--- src/rtl/data_serializer.sv ---
// Parallel-to-serial stage: emits NO_CH channels LSB chunk first, SER_BW bits per cycle,
// with a one-word pending register. Define DATA_SERIALIZER_RELU_EN to clamp negatives to 0.
module data_serializer #(
   parameter int unsigned NO_CH  = 10,
   parameter int unsigned BW_IN  = 12,
   parameter int unsigned SER_BW = 4
) (
   input  logic                           clk,
   input  logic                           rst,
   input  logic                           vld_in,
   input  logic [NO_CH-1:0][BW_IN-1:0]    data_in,
   output logic                           vld_out,
   output logic [NO_CH-1:0][SER_BW-1:0]   data_out,
   output logic                           busy,
   output logic                           ovf
);

   localparam int unsigned NO_CYC = BW_IN / SER_BW;
   localparam int unsigned CNT_W  = (NO_CYC > 1) ? $clog2(NO_CYC) : 1;

   if (BW_IN % SER_BW != 0) begin : g_bw_chk
      $error("data_serializer: BW_IN must be a multiple of SER_BW");
   end

   typedef logic [NO_CH-1:0][BW_IN-1:0] word_t;
   typedef enum logic {StIdle, StShift} state_e;

   state_e           state_q, state_d;
   word_t            sh_q, sh_d;
   word_t            pend_q, pend_d;
   logic             pend_v_q, pend_v_d;
   logic [CNT_W-1:0] cntr_q, cntr_d;
   logic             ovf_q, ovf_d;
   logic             last_chunk;

   // Conditioning applied whenever a word enters sh or pend.
   function automatic word_t prep(input word_t w);
      word_t r;
      r = w;
`ifdef DATA_SERIALIZER_RELU_EN
      for (int unsigned i = 0; i < NO_CH; i++) begin
         if (w[i][BW_IN-1]) r[i] = '0;
      end
`endif
      return r;
   endfunction

   always_ff @(posedge clk or negedge rst) begin
      if (!rst) begin
         state_q  <= StIdle;
         sh_q     <= '0;
         pend_q   <= '0;
         pend_v_q <= 1'b0;
         cntr_q   <= '0;
         ovf_q    <= 1'b0;
      end else begin
         state_q  <= state_d;
         sh_q     <= sh_d;
         pend_q   <= pend_d;
         pend_v_q <= pend_v_d;
         cntr_q   <= cntr_d;
         ovf_q    <= ovf_d;
      end
   end

   assign last_chunk = (state_q == StShift) && (cntr_q == CNT_W'(NO_CYC - 1));

   always_comb begin
      state_d  = state_q;
      sh_d     = sh_q;
      pend_d   = pend_q;
      pend_v_d = pend_v_q;
      cntr_d   = cntr_q;
      ovf_d    = ovf_q;
      unique case (state_q)
         StIdle: begin
            if (vld_in) begin
               sh_d    = prep(data_in);
               cntr_d  = '0;
               state_d = StShift;
            end
         end
         StShift: begin
            if (last_chunk) begin
               // Pending word has priority; a simultaneous input refills pend.
               if (pend_v_q) begin
                  sh_d   = pend_q;
                  cntr_d = '0;
                  if (vld_in) pend_d = prep(data_in);
                  else        pend_v_d = 1'b0;
               end else if (vld_in) begin
                  sh_d   = prep(data_in);
                  cntr_d = '0;
               end else begin
                  state_d = StIdle;
               end
            end else begin
               for (int unsigned i = 0; i < NO_CH; i++) begin
                  sh_d[i] = sh_q[i] >> SER_BW;
               end
               cntr_d = cntr_q + CNT_W'(1);
               if (vld_in) begin
                  if (!pend_v_q) begin
                     pend_d   = prep(data_in);
                     pend_v_d = 1'b1;
                  end else begin
                     ovf_d = 1'b1;
                  end
               end
            end
         end
      endcase
   end

   always_comb begin
      vld_out  = (state_q == StShift);
      data_out = '0;
      for (int unsigned i = 0; i < NO_CH; i++) begin
         if (state_q == StShift) data_out[i] = sh_q[i][SER_BW-1:0];
      end
      busy = (state_q == StShift) | pend_v_q;
      ovf  = ovf_q;
   end

endmodule
--- config.mk ---
export PLATFORM = sky130hd
export DESIGN_NAME = data_serializer
export DESIGN_NICKNAME = d
export VERILOG_FILES = /design/src/rtl/data_serializer.sv
export SDC_FILE = /design/constraint.sdc
export NUM_CORES = 1
export LEC_CHECK = 0
export BUFFER_PORTS_ARGS = -buffer_cell sky130_fd_sc_hd__buf_4
export CELL_PAD_IN_SITES_DETAIL_PLACEMENT = 1
export CELL_PAD_IN_SITES_GLOBAL_PLACEMENT = 1
export CORE_ASPECT_RATIO = 0.8
export CORE_MARGIN = 8
export CORE_UTILIZATION = 43
export DETAILED_ROUTE_END_ITERATION = 7
export GPL_TIMING_DRIVEN = 0
export HOLD_SLACK_MARGIN = 0.15
export PLACE_DENSITY = 0.84
export SLEW_MARGIN = 40
export SYNTH_ARGS = -nofsm -noshare
export SYNTH_HDL_FRONTEND = slang
export SYNTH_SLANG_ARGS = --single-unit
--- constraint.sdc ---
create_clock -name clk -period 2.68 [get_ports clk]
set_clock_uncertainty 0.15 [all_clocks]
set_input_delay 0.536 -clock clk [delete_from_list [all_inputs] [get_ports clk]]
set_output_delay 0.536 -clock clk [all_outputs]
set_load 0.03 [all_outputs]
==> results.md <==
* Status: finished, final reports clean
* Yosys reg bits at approximately 250
* Starting density of the core at a little over two fifths
* Min Tclk post-route at roughly 2.6 ns
* Slew Viols, Final at 0
* Yosys top cell by area: dfrtp_1
* Post-synthesis cell count at between 800 and 900
* Post-synthesis compound-gate area fraction at between 10% and 20%
* Port Buf Inserts at about 160
* # setup viols final at 0
* Hold path start: pend_q[68]$_DFFE_PN0P_
* Fin nets at about 1300
* Sequential area share after synthesis at a little under three fifths
* CP Class: reg -> out
* Rel. slew slack at a little under half
* Top cells by area, synth: dfrtp_1 (56%), mux2i_1 (11%), mux2_1 (10%)
* Fillers at roughly 2500
* Leak pwr at between 6 and 7 nW
* Crit path launch type: flip-flop
* Clock Path Buffers at 3
* RSZ-0062 raised after global routing: false
* Pwr Density at 1170 mW/mm2
* Worst-Margin Slew at slightly above 0.8 ns
* Vias in the first global route at 9860
* Largest delay share family, worst path: buffers and inverters
* DRT iter0 DRCs at 516
* Max Fanout on Critical Path at 10
* Max capacitance violation total at 0
* WHS Path Cells at 2
* Die H at 159 um
* Worst setup path start: vld_out$_DFF_PN0_
* Worst vdd ir at just under 600 uV
* Crit share post-route at between 90% and 100%
* GRT Util Overall at around a quarter
* Hold Vio Cnt, Final at 0
* Asr flop ratio synth at 100%
* Clk slew on worst S/H paths at ~0.06 ns
* Max incr delay on CP at approximately 0.38 ns
* Clk Latency, worst-skew pair at around 0.52 ns
* Via density at 5.70
* RD Place Congestion at about 0.75
* Min-delay worst type: reg -> reg
* Prevailing post-synth register cell: dfrtp_1
* Post-Route WL at about 37000 um
* Yosys warnings at 0
* Drt first pass iters at 5
* Arrival @ worst endpoint at approximately 1.9 ns
* CTS HTree Levels at 1
* Clock root buffer: clkbuf_16
* Hold EP: sh_q[68]$_DFF_PN0_
* GRT overflow at 0
* Net Count, Synth at 986
* Non-Filler Instances at between 1500 and 2000
* Core area at around 0.025 mm2
* TritonCTS clock tree: done
* Worst R2R Start: cntr_q[0]$_DFF_PN0_
* FP Rows at 52
* Max Clk Rate at roughly 390 MHz
* R2R setup slack at around 0.11 ns
* Pin count of the biggest net entering global routing at 75
* Dpl cells at 1353
* Sum of buffers and inverters on the critical path at 3
* FF-to-FF End: pend_q[97]$_DFFE_PN0P_
* Routed WL per cell at around 25 um
* Yosys top cell area share at approximately 56%
* Min Hold Slack at between 0.3 and 0.4 ns
* Die X at roughly 200 um
* Adder-Cell Fraction of Synth Area at 0.114%
* I/O pins at 166
* CTS sink cnt at around 250
* Via Count at 8677
* Initial antenna violation count at 1
* Worst path required time at approximately 2.0 ns
* Drt drc at 0
* DIE AREA at between 0.03 and 0.04 mm2
* Post-Syn Area per Cell at between 10 and 15 um2
* Proportion of synthesized area in mux cells at 23.4%
* Largest family of logic cells by synthesized area: multiplexers
* Synth Cell Area at 0.0109 mm2
* Layout cell share with drive strength beyond 1 at between 20% and 30%
* Worst r2r path cells at 7
* CP Cell Sequence: buf_2 -> clkbuf_4 -> and2_1 -> buf_4
* Final ANT Viol Nets at 0
* Crit path max-delay cell type: clkbuf_4
* Distinct cell type count after synthesis at 25
* TritonCTS buffer count at 26
* Post-synth EDFFs at 0
* Nature of the critical path endpoint: output pin
* Post-synthesis simple-gate area fraction at between 4 and 5%
* XOR/XNOR Fraction of Synth Area at 0%
* First-pass GRT wire length at just under 60000 um
* Area grow syn2layout at 34.5%
* DPL Wire Length at around 23000 um
worst max path at each step:
stage                          to  slack (ns)  depth (start not counted)
6_report             data_out[19]        0.08                          4
3_3_place_gp   sh_q[15]$_DFF_PN0_       -1.07                          1
5_1_grt              data_out[19]        0.01                          4
4_1_cts                      busy        0.03                          4
3_5_place_dp   sh_q[29]$_DFF_PN0_        0.19                          6
2_1_floorplan                busy        0.74                          3
routing by layer:
layer / part of all wire, % / routed length [um] / track usage, %
met1: 44 / 16300 / 31.6
met2: 51 / 18900 / 42.6
met3: 3.5 / 1320 / 3.08
met4: 2.2 / 834 / 6.13
met5: 0 / 0 / 0
worst min-delay path: cells and delay by family (launching register included):
| family | cells | cell delay [ns] |
|---|---|---|
| AND/OR/NAND/NOR | 1 | 0.05 |
| AO/OA/AOI/OAI | 1 | 0.06 |
| flip-flops | 1 | 0.34 |
cell type report:
type / count / area, um2 / share of cell area, %
tap: 324 / 405 / 2.75
clock inverter: 6 / 58.8 / 0.399
inverter: 4 / 15.0 / 0.102
buffer: 75 / 430 / 2.92
antenna: 1 / 2.50 / 0.0170
sequential: 245 / 6130 / 41.6
multi-input combinational: 538 / 4380 / 29.7
clock buffer: 41 / 778 / 5.29
timing repair buffer: 288 / 2520 / 17.1
cells in the final DEF, fill, tap and decap left out, types with 42 or more instances in the layout:
cell type,n
a22oi_1,80
buf_4,163
clkbuf_1,45
dfrtp_1,245
dlygate4sd3_1,121
mux2_1,100
mux2i_1,120
nand2_1,43
o21ai_0,42
o22ai_1,80
logic make-up (layout without fill, tap and decap cells):
logic type	Yosys count	count (layout)
flops	245	245
mux	241	241
compound gates	207	207
simple gates	89	89
buf+inv	79	414
fa+ha+maj	1	1
other cells	0	1
timing repair:
action                                 4_1_cts  5_1_grt
setup buffers                                0        0
hold buffers                               121        0
endpoints found under the hold margin      179        0
setup endpoints to repair                   30        3
gates resized for setup                      5        3
flip-flops by register name (all words and copies together), names as in the netlist:
name,cells
cntr_q,2
ovf,1
pend_q,120
pend_v_q,1
sh_q,120
vld_out,1
where the power goes:
| group | total, mW | switching [mW] | leakage, nW | internal (mW) |
|---|---|---|---|---|
| Sequential | 6.56 | 1.05 | 3.02 | 5.51 |
| Combinational | 7.06 | 3.84 | 3.32 | 3.22 |
| Clock | 3.58 | 1.49 | 0.414 | 2.08 |
stage by stage:
step           cell area, um2  setup WS (ns)  utilization, %  TNS, ns  total power [mW]
5_1_grt                 14700         0.0149            58.5        0              18.1
3_5_place_dp            12700          0.186            50.3        0              13.2
6_report                14700         0.0843            58.5        0              17.2
4_1_cts                 14700         0.0288            58.5        0              17.0
2_1_floorplan           10900          0.742               -        0              10.9
3_3_place_gp            12600          -1.07            50.0  -255.98              12.8
synth_stat cells, drive strengths merged, types with 2 or more instances:
master  count
clkbuf     42
mux2i     120
inv         4
o22ai      80
or2         2
buf        33
a22oi      80
o21ai      42
and2       41
dfrtp     245
a21oi       3
nand2      43
mux2      121
Power figures use the tool's default switching activity.
